===== config.mk =====
export PLATFORM = sky130hd
export DESIGN_NAME = waveform_meter
export DESIGN_NICKNAME = d
export VERILOG_FILES = /design/src/rtl/waveform_meter.sv
export SDC_FILE = /design/constraint.sdc
export NUM_CORES = 1
export LEC_CHECK = 0
export ABC_AREA = 1
export ABC_CLOCK_PERIOD_IN_PS = 9700
export BUFFER_PORTS_ARGS = -buffer_cell sky130_fd_sc_hd__buf_2
export CORE_MARGIN = 5
export CORE_UTILIZATION = 54
export DETAILED_ROUTE_END_ITERATION = 16
export GPL_ROUTABILITY_DRIVEN = 1
export PLACE_DENSITY = 0.73
export SYNTH_ARGS = -nofsm -noshare
export SYNTH_HDL_FRONTEND = slang
export SYNTH_SLANG_ARGS = --single-unit

===== constraint.sdc =====
create_clock -name clk -period 9.7 [get_ports clk]
set_input_delay 1.94 -clock clk [delete_from_list [all_inputs] [get_ports clk]]
set_output_delay 1.94 -clock clk [all_outputs]
set_load 0.02 [all_outputs]

===== src/rtl/waveform_meter.sv =====
// waveform_meter: measures period, peak-to-peak and DC level of an unsigned sample stream.
// Define WAVEFORM_METER_AUTOTHR_EN to reuse the last measured DC level as the crossing level.
module waveform_meter #(
  parameter int DATA_W      = 16,
  parameter int CYC_W       = 32,
  parameter int NUM_PERIODS = 4,
  parameter int HYST        = 64,
  parameter int TIMEOUT_CYC = 2**24
) (
  input  logic              clk,
  input  logic              rst,
  input  logic              start,
  input  logic              sample_valid,
  input  logic [DATA_W-1:0] sample_data,
  input  logic [DATA_W-1:0] thr,
  output logic              busy,
  output logic              meas_valid,
  output logic [CYC_W-1:0]  meas_period,
  output logic [DATA_W-1:0] meas_pp,
  output logic [DATA_W-1:0] meas_dc,
  output logic              err_timeout
);
  localparam int SH    = $clog2(NUM_PERIODS);
  localparam int CNT_W = $clog2(NUM_PERIODS + 1);
  localparam int TO_W  = (TIMEOUT_CYC > 1) ? $clog2(TIMEOUT_CYC) : 1;

  typedef enum logic [1:0] {IDLE, ARM, MEAS, DONE} state_t;
  state_t r_state, w_next;

  logic [DATA_W-1:0] r_smp, r_hi, r_lo, r_min, r_max, r_pp, r_dc;
  logic              r_sv, r_arm, r_mv, r_err;
  logic [CYC_W-1:0]  r_cyc, r_period;
  logic [CNT_W-1:0]  r_cnt;
  logic [TO_W-1:0]   r_to;

  logic [DATA_W-1:0] w_lvl, w_hi, w_lo, w_min, w_max;
  logic [DATA_W:0]   w_hi_sum, w_sum;
  logic [CYC_W-1:0]  w_cyc_inc;
  logic              w_accept, w_act, w_low, w_rise, w_tmo, w_last;

`ifdef WAVEFORM_METER_AUTOTHR_EN
  logic [DATA_W-1:0] r_lvl;
  logic              r_have;
  assign w_lvl = r_have ? r_lvl : thr;
`else
  assign w_lvl = thr;
`endif

  assign w_hi_sum  = {1'b0, w_lvl} + (DATA_W+1)'(HYST);
  assign w_hi      = w_hi_sum[DATA_W] ? '1 : w_hi_sum[DATA_W-1:0];
  assign w_lo      = (w_lvl >= DATA_W'(HYST)) ? w_lvl - DATA_W'(HYST) : '0;
  assign w_accept  = (r_state == IDLE) && start;
  assign w_act     = (r_state == ARM) || (r_state == MEAS);
  assign w_low     = r_sv && (r_smp <= r_lo);
  assign w_rise    = r_sv && r_arm && (r_smp >= r_hi);
  assign w_tmo     = w_act && (r_to == TO_W'(TIMEOUT_CYC - 1));
  assign w_last    = (r_state == MEAS) && w_rise && (r_cnt == CNT_W'(NUM_PERIODS - 1));
  assign w_cyc_inc = (&r_cyc) ? r_cyc : r_cyc + 1'b1;
  assign w_min     = (r_sv && r_smp < r_min) ? r_smp : r_min;
  assign w_max     = (r_sv && r_smp > r_max) ? r_smp : r_max;
  assign w_sum     = {1'b0, w_max} + {1'b0, w_min};

  assign busy        = w_act;
  assign meas_valid  = r_mv;
  assign err_timeout = r_err;
  assign meas_period = r_period;
  assign meas_pp     = r_pp;
  assign meas_dc     = r_dc;

  // a final crossing wins over a coincident timeout in MEAS
  always_comb begin
    w_next = r_state;
    unique case (r_state)
      IDLE:    w_next = start ? ARM : IDLE;
      ARM:     w_next = w_tmo ? IDLE : (w_rise ? MEAS : ARM);
      MEAS:    w_next = w_last ? DONE : (w_tmo ? IDLE : MEAS);
      default: w_next = IDLE;
    endcase
  end

  always_ff @(posedge clk or posedge rst) begin
    if (rst) begin
      r_state  <= IDLE;
      r_smp    <= '0;
      r_sv     <= 1'b0;
      r_hi     <= '0;
      r_lo     <= '0;
      r_arm    <= 1'b0;
      r_cyc    <= '0;
      r_cnt    <= '0;
      r_to     <= '0;
      r_min    <= '1;
      r_max    <= '0;
      r_mv     <= 1'b0;
      r_err    <= 1'b0;
      r_period <= '0;
      r_pp     <= '0;
      r_dc     <= '0;
`ifdef WAVEFORM_METER_AUTOTHR_EN
      r_lvl    <= '0;
      r_have   <= 1'b0;
`endif
    end else begin
      r_state <= w_next;
      r_sv    <= sample_valid;
      if (sample_valid) r_smp <= sample_data;
      r_mv    <= w_last;
      r_err   <= w_tmo && !w_last;
      if (w_accept) begin
        r_hi  <= w_hi;
        r_lo  <= w_lo;
        r_arm <= 1'b0;
        r_cyc <= '0;
        r_cnt <= '0;
        r_to  <= '0;
        r_min <= '1;
        r_max <= '0;
      end else if (w_act) begin
        r_to  <= r_to + 1'b1;
        r_arm <= w_rise ? 1'b0 : (w_low ? 1'b1 : r_arm);
        if (r_state == ARM) begin
          if (w_rise) begin
            r_cyc <= '0;
            r_cnt <= '0;
            r_min <= r_smp;
            r_max <= r_smp;
          end
        end else begin
          r_cyc <= w_cyc_inc;
          r_min <= w_min;
          r_max <= w_max;
          if (w_rise) r_cnt <= r_cnt + 1'b1;
        end
      end
      if (w_last) begin
        r_period <= w_cyc_inc >> SH;
        r_pp     <= w_max - w_min;
        r_dc     <= w_sum[DATA_W:1];
`ifdef WAVEFORM_METER_AUTOTHR_EN
        r_lvl    <= w_sum[DATA_W:1];
        r_have   <= 1'b1;
`endif
      end
    end
  end
endmodule


==> summary by stage <==
STA
The accumulated negative setup slack is 0 ns. The final number of setup-violating endpoints is 0. The clock period could shrink to 4.678 ns. The worst path setup slack after routing is 5.022 ns. The slew of the pin with the lowest slew margin is 1.075 ns. The final period utilization is about 48%. The hold violation total from the final report came to 0. Based on the critical path, the design can be clocked at up to roughly 0.21 GHz. The total count of max-transition violations in the final report is 0. Setup repair after global routing left no endpoint under its margin. For the final database, setup skew stands at 0.01209 ns. The worst-case headroom to the max-slew limit is 27.83%.

Placement
The placed wire-length estimate after detailed placement is 22.30 mm. The weighted congestion at the end of routability-driven global placement is 0.9156. The worst setup slack after placement is about 5 ns.

The number of port buffers is 100. The cell area after placement is 0.01363 mm^2.

Detailed routing
The via count of the routed design is 11149. The total detailed-routing wirelength is 30.76 mm. Once detail routing completed, the nets flagged for antenna violations numbered 0. In the final routed layout, each cell accounts on average for 14.90 um.

In the routed layout, each cell is associated on average with a via count of 5.399. The detailed router finished its first iteration with 884 violations. For this run, design rule violations remaining after detail routing come to 0. The detailed-router iteration count before antenna repair is 6.

Final layout
The number of antenna repair diodes is 0. The library cells used most frequently in the layout, excluding fill and tap cells, are 373 x sky130_fd_sc_hd__nand2_1, 251 x sky130_fd_sc_hd__inv_1, 191 x sky130_fd_sc_hd__dfrtp_1. The total number of nets in the final design is 1871. The synthesis-to-finish area growth is 12.63%.

The final cell area excluding filler cells is 0.01457 mm^2. The post-route netlist has 11.74% of its cells at a drive strength greater than 1. The layout filler cell count is 2109.

The library cell used most frequently in the layout, excluding fill and tap cells, is sky130_fd_sc_hd__nand2_1.

Flow run
The max-cap check violation count is 0.

Global routing
The total global routing track utilization is 22.82%. The first global-routing pass estimated 51.55 mm of wire. Global routing finished with a remaining overflow of 0. The number of antenna violations at the first check in global routing came to 0.

Entering global routing, the biggest net connects between 100 and 150 pins. The number of global-route vias before repair came to 10629.

Yosys
The synthesized design contains 0 enable-type register cells. Of all cell types, the one taking the most synthesized area is sky130_fd_sc_hd__dfrtp_1. The fraction of registers with async set/reset is 100.0%. The primary flip-flop cell chosen by synthesis mapping is sky130_fd_sc_hd__dfrtp_1. In this run the cell area of the synthesized design comes to around 0.013 mm^2. The fraction of post-synthesis cell area in the top cell type by area is between 30% and 40%. Sorting the synthesized cells by area gives the leading types as sky130_fd_sc_hd__dfrtp_1 37%, sky130_fd_sc_hd__nand2_1 11%, sky130_fd_sc_hd__ha_1 10%.

In the synthesized netlist, the number of instances is 1655. Sequential elements use about two fifths of the synthesized area. The number of warnings issued by yosys is 0.

The netlist uses 60 different library cells. The synthesized area divided by synthesized cell count is 7.816 um^2. The count of state elements after synthesis is a little over 200.

Setup path
In this run the worst path has a maximum fanout of 32. The type of element capturing the critical path is a flop. The critical path data arrival time is 5.07 ns. By startpoint and endpoint, the worst setup path is classified as flop to flop. The path depth of the worst reg2reg path is 23. The worst endpoint required time is 10.10 ns. STA classifies the critical path startpoint as a flop.

Clock network
The clock reaches the later pin of the worst-skew pair after 0.52 ns. In this run the clock root is driven by a sky130_fd_sc_hd__clkbuf_16. The number of levels in the clock H-tree is 1. The clock buffer count from CTS is 24. After clock tree synthesis, the flow added hold-fix buffers numbering 0.

The post-CTS resize count is 0. The TritonCTS clock tree is done. The number of buffers inserted by post-CTS setup repair is 0.

The longest clock path from root to sink contains 3 buffers. After clock tree synthesis, the clock-pin slew on the worst setup and hold paths is around 0.060 ns. The tree built by TritonCTS fans out to 207 sinks.

Floorplan
The die covers about 0.027 mm^2. Measured along the y axis, the die boundary spans 164.8 um. The number of placement rows is 56. In this run the count of I/O pins placed on the die edge is 103. In this run the horizontal extent of the chip is 164.8 um. For this configuration, the core starts out at a cell density of a little over half. The total core area is 0.02354 mm^2.

Min path
Counting instances, the worst hold path has a depth of 2. The path category of the worst min-delay check is flop to flop.

Power
The power per cell area is about 300 mW/mm^2. IR analysis of the VDD net gives a maximum drop of 0.2230 mV. Total power for the finished layout comes to 4.302 mW. Summed over all cells, the static leakage comes to 7.374 nW.

Outcome
The run finished with clean final reports.
## cell usage after synthesis, types with 2 or more instances
cell type	number
sky130_fd_sc_hd__o21a_1	5
sky130_fd_sc_hd__xor2_1	45
sky130_fd_sc_hd__o31ai_1	2
sky130_fd_sc_hd__nor2_1	88
sky130_fd_sc_hd__nand4_4	2
sky130_fd_sc_hd__buf_2	13
sky130_fd_sc_hd__a221oi_1	2
sky130_fd_sc_hd__nor3_1	23
sky130_fd_sc_hd__xnor2_1	5
sky130_fd_sc_hd__o221ai_1	3
sky130_fd_sc_hd__a32oi_1	2
sky130_fd_sc_hd__fa_1	2
sky130_fd_sc_hd__clkbuf_1	41
sky130_fd_sc_hd__buf_4	3
sky130_fd_sc_hd__dfrtp_1	191
sky130_fd_sc_hd__o21ai_1	15
sky130_fd_sc_hd__buf_6	3
sky130_fd_sc_hd__ha_1	105
sky130_fd_sc_hd__o21ai_2	3
sky130_fd_sc_hd__a31oi_1	5
sky130_fd_sc_hd__o21bai_1	4
sky130_fd_sc_hd__nand4_1	20
sky130_fd_sc_hd__a2bb2oi_1	2
sky130_fd_sc_hd__nor4_1	7
sky130_fd_sc_hd__o21ai_0	181
sky130_fd_sc_hd__a22oi_1	10
sky130_fd_sc_hd__nand2_1	373
sky130_fd_sc_hd__a21oi_1	88
sky130_fd_sc_hd__nand2_2	6
sky130_fd_sc_hd__nor3_2	6
sky130_fd_sc_hd__inv_1	252
sky130_fd_sc_hd__nor2_4	3
sky130_fd_sc_hd__nand3_1	55
sky130_fd_sc_hd__o22ai_1	37
sky130_fd_sc_hd__inv_2	6
sky130_fd_sc_hd__nand3_2	3
sky130_fd_sc_hd__dfstp_2	16
sky130_fd_sc_hd__a21o_1	2
sky130_fd_sc_hd__o211ai_1	5
## flip-flops by register name, indices dropped and copies added, names as in the netlist, 2 cells and up
register,count
r_lo,16
meas_pp,16
r_cyc,32
r_smp,16
r_to,24
r_state,2
r_min,16
meas_dc,16
r_cnt,3
r_hi,16
meas_period,30
r_max,16
## metal layers
| metal | track usage, % | routed length, um | share of wire [%] | vias up |
|---|---|---|---|---|
| met2 | 35.30 | 13480 | 44 | 321 |
| met4 | 5.558 | 668 | 2.2 | 0 |
| met3 | 2.471 | 1743 | 5.7 | 40 |
| li1 | - | - | - | 5578 |
| met1 | 34.51 | 14870 | 48 | 5210 |
| met5 | 0 | 0 | 0 | - |
## cell families after synthesis
| group | count (synthesis) | synth area share, % |
|---|---|---|
| buffers and inverters | 320 | 9.692 |
| xor gates and xnor gates | 51 | 3.511 |
| other | 1 | 0.02899 |
| AOI/OAI and AO/OA | 374 | 16.04 |
| and+or+nand+nor | 595 | 20.06 |
| DFF | 207 | 40.20 |
| adders and majority gates | 107 | 10.47 |
## through the flow
step	hold WS, ns	utilization (%)	cells
6_report	0.4742	61.88	2065
5_1_grt	0.5001	61.88	2065
4_1_cts	0.4767	61.88	2065
3_5_place_dp	0.4611	57.89	2021
3_3_place_gp	0.4480	57.89	2021
2_1_floorplan	0.4550	-	1656
## worst max-delay path: stages (launching register included)
cell                      delay [ns]
sky130_fd_sc_hd__dfrtp_1        0.49
sky130_fd_sc_hd__ha_1           0.33
sky130_fd_sc_hd__nand2_1        0.07
sky130_fd_sc_hd__nor2_1         0.18
sky130_fd_sc_hd__nand2_1        0.11
sky130_fd_sc_hd__inv_1          0.06
sky130_fd_sc_hd__nand2_1        0.05
sky130_fd_sc_hd__nand2_1        0.09
sky130_fd_sc_hd__nand2_1        0.53
sky130_fd_sc_hd__o21ai_0        0.68
sky130_fd_sc_hd__inv_1          0.21
sky130_fd_sc_hd__fa_1           0.48
sky130_fd_sc_hd__inv_1          0.07
sky130_fd_sc_hd__a31oi_1        0.14
sky130_fd_sc_hd__o21ai_1        0.24
sky130_fd_sc_hd__nand2_1        0.08
sky130_fd_sc_hd__nand2_1        0.06
sky130_fd_sc_hd__a21oi_1        0.10
sky130_fd_sc_hd__o21ai_1        0.21
sky130_fd_sc_hd__nand3_1        0.13
sky130_fd_sc_hd__nand2_1        0.09
sky130_fd_sc_hd__nand2_1        0.05
sky130_fd_sc_hd__nand3_1        0.07
sky130_fd_sc_hd__nand2_1        0.05
## where the power goes
part	total (mW)	internal [mW]	switching, mW	leakage (nW)
sequential	1.16	1.07	0.0967	2.70
combinational	2.08	0.684	1.40	4.22
clock	1.06	0.694	0.362	0.462
total	4.30	2.44	1.86	7.37
## final cells by class
class / instances / area (um^2) / share of cell area (%)
Multi-Input combinational cell: 1129 / 6495 / 44.58
Timing Repair Buffer: 107 / 553.0 / 3.796
Tap cell: 319 / 399.1 / 2.740
Clock buffer: 33 / 705.7 / 4.844
Inverter: 259 / 982.2 / 6.742
Sequential cell: 207 / 5200 / 35.69
Clock inverter: 11 / 234.0 / 1.606
## final timing paths
check / start / to / slack, ns
max in group asynchronous: rst / r_max[8]$_DFFE_PP0P_ / 6.52
min in group asynchronous: rst / meas_pp[5]$_DFFE_PP0N_ / 1.61
worst min register to register: meas_period[28]$_DFFE_PP0N_ / meas_period[28]$_DFFE_PP0N_ / 0.47
worst max-delay path: r_smp[14]$_DFFE_PP0P_ / meas_pp[14]$_DFFE_PP0N_ / 5.02
worst max register to register: r_smp[14]$_DFFE_PP0P_ / meas_pp[14]$_DFFE_PP0N_ / 5.02
worst min-delay path: meas_period[28]$_DFFE_PP0N_ / meas_period[28]$_DFFE_PP0N_ / 0.47
No activity file was read; power rests on OpenSTA's default activity.
